[config.mk]
export PLATFORM = sky130hd
export DESIGN_NAME = mips_fetch_unit
export DESIGN_NICKNAME = d
export VERILOG_FILES = /design/src/rtl/mips_pkg.sv /design/src/rtl/mips_next_pc.sv /design/src/rtl/mips_fetch_unit.sv
export SDC_FILE = /design/constraint.sdc
export NUM_CORES = 1
export LEC_CHECK = 0
export BUFFER_PORTS_ARGS = -buffer_cell sky130_fd_sc_hd__buf_2
export CORE_MARGIN = 2
export CORE_UTILIZATION = 50
export CTS_CLUSTER_DIAMETER = 60
export DETAILED_ROUTE_END_ITERATION = 8
export GPL_TIMING_DRIVEN = 1
export PLACE_DENSITY = 0.92
export SLEW_MARGIN = 25
export SYNTH_ARGS = -nofsm -noshare
export SYNTH_HDL_FRONTEND = slang
export SYNTH_HIERARCHICAL = 1
export SYNTH_SLANG_ARGS = --single-unit
[constraint.sdc]
create_clock -name clk -period 5.39 [get_ports clk]
set_input_delay 0 -clock clk [delete_from_list [all_inputs] [get_ports clk]]
set_output_delay 0 -clock clk [all_outputs]
set_load 0.005 [all_outputs]
[src/rtl/mips_pkg.sv]
// Shared definitions for the multi-cycle MIPS core: fetch FSM encoding,
// the opcode/func values the control decoder keys on, and the default boot PC.
package mips_pkg;

  typedef enum logic {
    FETCH = 1'b0,
    EXEC  = 1'b1
  } fetch_state_t;

  localparam logic [5:0] OP_BEQ  = 6'h4;
  localparam logic [5:0] OP_BNE  = 6'h5;
  localparam logic [5:0] OP_J    = 6'h2;
  localparam logic [5:0] OP_JAL  = 6'h3;
  localparam logic [5:0] FUNC_JR = 6'h8;

  localparam logic [31:0] RESET_PC_DEFAULT = 32'h0000_0000;

endpackage

[src/rtl/mips_next_pc.sv]
// Combinational next-PC select: jr, then jump, then taken branch, else PC+4.
// Also flags a jr whose register target is not word aligned.
module mips_next_pc
  import mips_pkg::*;
#(
  parameter int XLEN = 32
) (
  input  logic [XLEN-1:0] pc,
  input  logic [XLEN-1:0] ir,
  input  logic            branch,
  input  logic            bne,
  input  logic            jump,
  input  logic            jr,
  input  logic            zero,
  input  logic [XLEN-1:0] imm_ext,
  input  logic [XLEN-1:0] rs_data,
  output logic [XLEN-1:0] pcp4,
  output logic [XLEN-1:0] next_pc,
  output logic            align_err
);

  logic            branch_taken;
  logic [XLEN-1:0] branch_target;
  logic [XLEN-1:0] jump_target;
  logic [XLEN-1:0] jr_target;

  assign pcp4          = pc + 32'd4;
  assign branch_taken  = (branch && zero) || (bne && !zero);
  assign branch_target = pcp4 + {imm_ext[XLEN-3:0], 2'b00};
  assign jump_target   = {pcp4[31:28], ir[25:0], 2'b00};
  assign jr_target     = {rs_data[31:2], 2'b00};
  assign align_err     = jr && (rs_data[1:0] != 2'b00);

  // The decoder raises jump alongside jr, so jr must be tested first.
  always_comb begin
    next_pc = pcp4;
    if (jr) begin
      next_pc = jr_target;
    end else if (jump) begin
      next_pc = jump_target;
    end else if (branch_taken) begin
      next_pc = branch_target;
    end
  end

endmodule

[src/rtl/mips_fetch_unit.sv]
// Instruction fetch / next-PC stage: req/ack fetch into the IR, then hold
// until the datapath commits and the next PC is chosen from decoder outputs.
module mips_fetch_unit
  import mips_pkg::*;
#(
  parameter logic [31:0] RESET_PC = RESET_PC_DEFAULT,
  parameter int          XLEN     = 32
) (
  input  logic            clk,
  input  logic            reset,
  output logic            imem_req_out,
  output logic [XLEN-1:0] imem_addr_out,
  input  logic            imem_ack_in,
  input  logic [XLEN-1:0] imem_rdata_in,
  output logic [XLEN-1:0] instr_out,
  output logic [5:0]      op_out,
  output logic [5:0]      func_out,
  output logic            instr_valid_out,
  input  logic            branch_in,
  input  logic            bne_in,
  input  logic            jump_in,
  input  logic            jr_in,
  input  logic            jal_in,
  input  logic            zero_in,
  input  logic [XLEN-1:0] imm_ext_in,
  input  logic [XLEN-1:0] rs_data_in,
  input  logic            commit_in,
  input  logic            stall_in,
  output logic [XLEN-1:0] pc_out,
  output logic [XLEN-1:0] link_out,
  output logic            align_err_out,
  output logic [XLEN-1:0] retired_out
);

  fetch_state_t    state_reg, state_next;
  logic [XLEN-1:0] pc_reg, pc_next;
  logic [XLEN-1:0] ir_reg, ir_next;
  logic            align_err_reg, align_err_next;
  logic [XLEN-1:0] retired_reg, retired_next;

  logic [XLEN-1:0] pcp4;
  logic [XLEN-1:0] sel_pc;
  logic            jr_misaligned;
  logic            commit_go;

  mips_next_pc #(.XLEN(XLEN)) u_next_pc (
    .pc        (pc_reg),
    .ir        (ir_reg),
    .branch    (branch_in),
    .bne       (bne_in),
    .jump      (jump_in),
    .jr        (jr_in),
    .zero      (zero_in),
    .imm_ext   (imm_ext_in),
    .rs_data   (rs_data_in),
    .pcp4      (pcp4),
    .next_pc   (sel_pc),
    .align_err (jr_misaligned)
  );

  assign commit_go = commit_in && !stall_in;

  always_comb begin
    state_next     = state_reg;
    pc_next        = pc_reg;
    ir_next        = ir_reg;
    align_err_next = align_err_reg;
    retired_next   = retired_reg;
    case (state_reg)
      FETCH: begin
        if (imem_ack_in) begin
          ir_next    = imem_rdata_in;
          state_next = EXEC;
        end
      end
      EXEC: begin
        // Acks here are spurious and deliberately ignored.
        if (commit_go) begin
          pc_next        = sel_pc;
          retired_next   = retired_reg + 32'd1;
          align_err_next = align_err_reg | jr_misaligned;
          state_next     = FETCH;
        end
      end
      default: state_next = FETCH;
    endcase
  end

  always_ff @(posedge clk) begin
    if (reset) begin
      state_reg     <= FETCH;
      pc_reg        <= RESET_PC;
      ir_reg        <= '0;
      align_err_reg <= 1'b0;
      retired_reg   <= '0;
    end else begin
      state_reg     <= state_next;
      pc_reg        <= pc_next;
      ir_reg        <= ir_next;
      align_err_reg <= align_err_next;
      retired_reg   <= retired_next;
    end
  end

  // Request is masked while reset is high so nothing is issued that cycle.
  assign imem_req_out    = (state_reg == FETCH) && !reset;
  assign imem_addr_out   = pc_reg;
  assign instr_out       = ir_reg;
  assign op_out          = ir_reg[31:26];
  assign func_out        = ir_reg[5:0];
  assign instr_valid_out = (state_reg == EXEC);
  assign pc_out          = pc_reg;
  assign link_out        = pcp4;
  assign align_err_out   = align_err_reg;
  assign retired_out     = retired_reg;

endmodule

==> results list <==
- The signal on the critical path passes through ha_1 -> nand4_1 -> nor2_1 -> and3_1 -> and2_1 -> nand4_1 -> xnor2_1 -> ha_1 -> nor2b_1 -> o21ai_0 -> nand2b_1 -> a21o_1 -> a311oi_1 -> o211ai_1 -> o211ai_1 -> mux2_4 -> a221oi_2 -> nand2_1 -> a21oi_1.
- The worst register-to-register path ends at imem_addr_out[28].
* Unique cell type count in the Yosys netlist: 71
- Type of destination of the critical path: flop
* Worst hold path type: in -> reg
* Die Span X: 123 um
- During synthesis, Yosys emitted a total of 6 warnings.
* Final Hold Vio Count: 0
- For this design the top-level I/O count stands at 282.
- RSZ-0062 raised after global routing: false
- The worst hold path begins at rs_data_in[19].
- By area the synthesized netlist is led by sky130_fd_sc_hd__dfxtp_1 (28%), sky130_fd_sc_hd__nand2_1 (11%), sky130_fd_sc_hd__a21oi_1 (8.2%), sky130_fd_sc_hd__ha_1 (6.6%), sky130_fd_sc_hd__buf_4 (4.9%).
- After synthesis the cells add up to 7060 um^2.
* Proportion of layout cells with a drive suffix above 1: 27.5%
* Most common cell after layout, fill and taps aside: sky130_fd_sc_hd__buf_2
- Of all cell types, the one taking the most synthesized area is sky130_fd_sc_hd__dfxtp_1.
- The number of global-route vias before repair was 7,047.
- Crit Reg-Reg Startpoint: imem_addr_out[2]
- The number of buffers and inverters on the critical path is 0.
* R2r worst-path depth: 19
* Final Slew Violations: 0
* Period Utilization, post-route: 82.0%
- Fill cells in the final layout number about 1.2k.
* Max-slew headroom at the worst pin: 29.5%
- FP Rows: 43
- IR drop worst, VDD: 186 uV
- Power per cell area: roughly 200 nW/um^2
- Routability-driven placement finished with a final weighted congestion of 0.947.
- Most frequently used flop master after synthesis: sky130_fd_sc_hd__dfxtp_1
- Once the floorplan was initialized, standard cells occupied around 51% of the core.
- Share of async-settable or async-resettable flops after synthesis: 0%
* Number of setup violations in the final report: 0
* Average cell area after synthesis: 7.45 um^2
* Maximum number of pins on one net before global-route repair: 100
* Clock Skew: 7.13 ps
* Post-Syn Instances: 948
- Highest Clock Rate: 226 MHz
- Routed via count divided by cell count: 5.83
* Critical path startpoint category: flop
- Clock-pin slew on the worst setup and hold paths: 70 ps
- Root buffer cell: sky130_fd_sc_hd__clkbuf_16
- Once routing completed, OpenROAD measured the worst setup slack at 972 ps.
- The HPWL after detailed placement is 16,800 um.
- The first TritonRoute pass finished after 5 iterations.
- Wire length after detailed routing: 23,400 um
* Overall overflow remaining after global route: 0
- The slowest stage of the critical path belongs to the cell sky130_fd_sc_hd__dfxtp_1.
* Synthesis-stage register bit count: 98
- First-pass GRT wire length: between 30,000 and 40,000 um
- Along the worst hold path, the cell count comes to 5.
- Prior to clock tree synthesis, the placed netlist has a worst setup slack of about 1000 ps.
- Global routing consumed, over all layers together, 29.4% of the routing resources.
- In the final design database the tool counted 1,319 nets.
- The share of synthesized area in the top cell type comes to 27.8%.
- Antenna Nets Post-Route: 0
- In this run, the number of DRC markers left after iteration 0 of detailed routing was 911.
* Buffer levels on the longest clock path: 2
- Max Cap Viol: 0
- Post-route DRC: 0
* Die Height: roughly 120 um
- Dominant delay contributor by cell family on the critical path: simple AND/OR/NAND/NOR gates
* Number of CTS-inserted buffers: 9
* Total number of clock tree sinks: 98
- Leakage power figure: 4.10 nW
- Deepest level of the CTS H-tree: 3
* Count of vias placed by the detailed router: just under 8k
* Actual slew at the worst max-slew pin: 1060 ps
- The number of antenna violations at the first check in global routing was 2.
- Data arrives at the worst endpoint at 4690 ps.
* Largest stage delay on the critical path: ~480 ps
- Terminating pin of the worst hold path: imem_addr_out[19]
- TritonCTS built the clock tree.
- In the layout the commonest cells are sky130_fd_sc_hd__buf_2 (277), sky130_fd_sc_hd__nand2_1 (202), sky130_fd_sc_hd__a21oi_1 (115).
* Die footprint: 15,100 um^2
- Synthesis produced a netlist with a net count of 1,093.
- Subtracting the final worst setup slack from the clock period gives 4420 ps.
* Setup CP Type: reg -> reg
- Result of the run: completed
- Worst skew pair latency: 340 ps
- Placeable core region: between 10,000 and 15,000 um^2
- Setup total negative slack on the finished layout was measured at 0 ps.
- R2r setup slk: a little under 1000 ps
- Layout overhead on the synthesized area: 24.6%
* Required time of the critical path: roughly 5700 ps
- Sequential share of the synthesized area: around 28%
- Post-CTS resize count: 0
* Number of enable flip-flop cells after synthesis: 0
- Dividing the detail-routed wire length by the instance count gives 17.2 um.
- Buffers placed on the I/O ports in this run total 278.
- In this run the worst path has a maximum fanout of 7.
## worst min-delay path, stage by stage
cell                      delay, ps
sky130_fd_sc_hd__buf_2          100
sky130_fd_sc_hd__nand2_1         50
sky130_fd_sc_hd__o31ai_1         60
sky130_fd_sc_hd__nand2_1         50
sky130_fd_sc_hd__a21oi_1         50
## repair_timing
action | CTS | global route
hold buffers | 33 | 0
setup buffers | 0 | 0
endpoints found under the setup margin | 0 | 0
endpoints found under the hold margin | 33 | 0
## how the worst max path moves through the flow
stage	start	slack, ps	cells past startpoint	endpoint
2_1_floorplan	imem_addr_out[2]	1460	20	imem_addr_out[28]
3_3_place_gp	imem_addr_out[2]	1060	19	imem_addr_out[28]
3_5_place_dp	imem_addr_out[2]	1040	19	imem_addr_out[28]
4_1_cts	imem_addr_out[2]	1010	19	imem_addr_out[28]
5_1_grt	imem_addr_out[2]	550	19	imem_addr_out[28]
6_report	imem_addr_out[2]	970	19	imem_addr_out[28]
## power by group
group	internal, mW	total (mW)	leakage (nW)	switching, mW
clock	0.351	0.624	0.134	0.272
combinational	0.153	0.351	3.17	0.199
sequential	0.745	0.773	0.796	0.0280
total	1.25	1.75	4.10	0.499
## layer usage
layer	vias up	part of all wire, %	track usage [%]
met4	0	2.8	12.1
li1	3765	-	-
met3	53	8.6	4.14
met2	435	47	47.8
met1	3683	41	38.9
met5	-	0	0
## cell type report
cell class                      instances  area (um^2)  area share [%]
Multi-Input combinational cell        738         4510            51.3
Sequential cell                        98         1960            22.3
Timing Repair Buffer                  315         1750            19.9
Clock buffer                           13          270            3.07
Tap cell                              180          225            2.56
Inverter                               12         45.0           0.512
Clock inverter                          3         22.5           0.256
Antenna cell                            3         7.51          0.0854
## cells in the mapped netlist, types with 6 or more instances
cell type / number
sky130_fd_sc_hd__a21o_1: 19
sky130_fd_sc_hd__a21oi_1: 115
sky130_fd_sc_hd__a31oi_1: 6
sky130_fd_sc_hd__and2_1: 7
sky130_fd_sc_hd__and3_1: 8
sky130_fd_sc_hd__buf_4: 46
sky130_fd_sc_hd__clkbuf_1: 44
sky130_fd_sc_hd__dfxtp_1: 98
sky130_fd_sc_hd__ha_1: 37
sky130_fd_sc_hd__inv_1: 11
sky130_fd_sc_hd__nand2_1: 202
sky130_fd_sc_hd__nand3_1: 24
sky130_fd_sc_hd__nand4_1: 19
sky130_fd_sc_hd__nor2_1: 48
sky130_fd_sc_hd__nor3_1: 9
sky130_fd_sc_hd__o211ai_1: 12
sky130_fd_sc_hd__o21ai_0: 45
sky130_fd_sc_hd__o31ai_1: 21
sky130_fd_sc_hd__or3_1: 8
sky130_fd_sc_hd__or4_1: 17
sky130_fd_sc_hd__xnor2_1: 37
sky130_fd_sc_hd__xor2_1: 26
## kinds of logic after synthesis
kind of cell,Yosys count,synth area share (%)
compound gates,257,22.8
mux,8,1.24
xor+xnor,63,7.82
fa+ha+maj,38,6.84
buf+inv,112,8.58
simple gates,372,25.0
flops,98,27.8
## flip-flops by register name (all words and copies together) (netlist names)
name             cells
imem_addr_out       32
instr_out           32
retired_out         32
align_err_out        1
instr_valid_out      1
## metrics by stage
step	cells	hold slack [ps]	power [mW]	area [um^2]	utilization (%)
5_1_grt	1361	22.5	1.82	8790	63.6
4_1_cts	1359	5.28	1.75	8790	63.6
6_report	1362	12.1	1.75	8790	63.6
2_1_floorplan	948	136	0.990	7060	-
3_3_place_gp	1310	241	1.10	8160	59.0
3_5_place_dp	1310	244	1.11	8160	59.0
(Power assumes the default switching activity.)
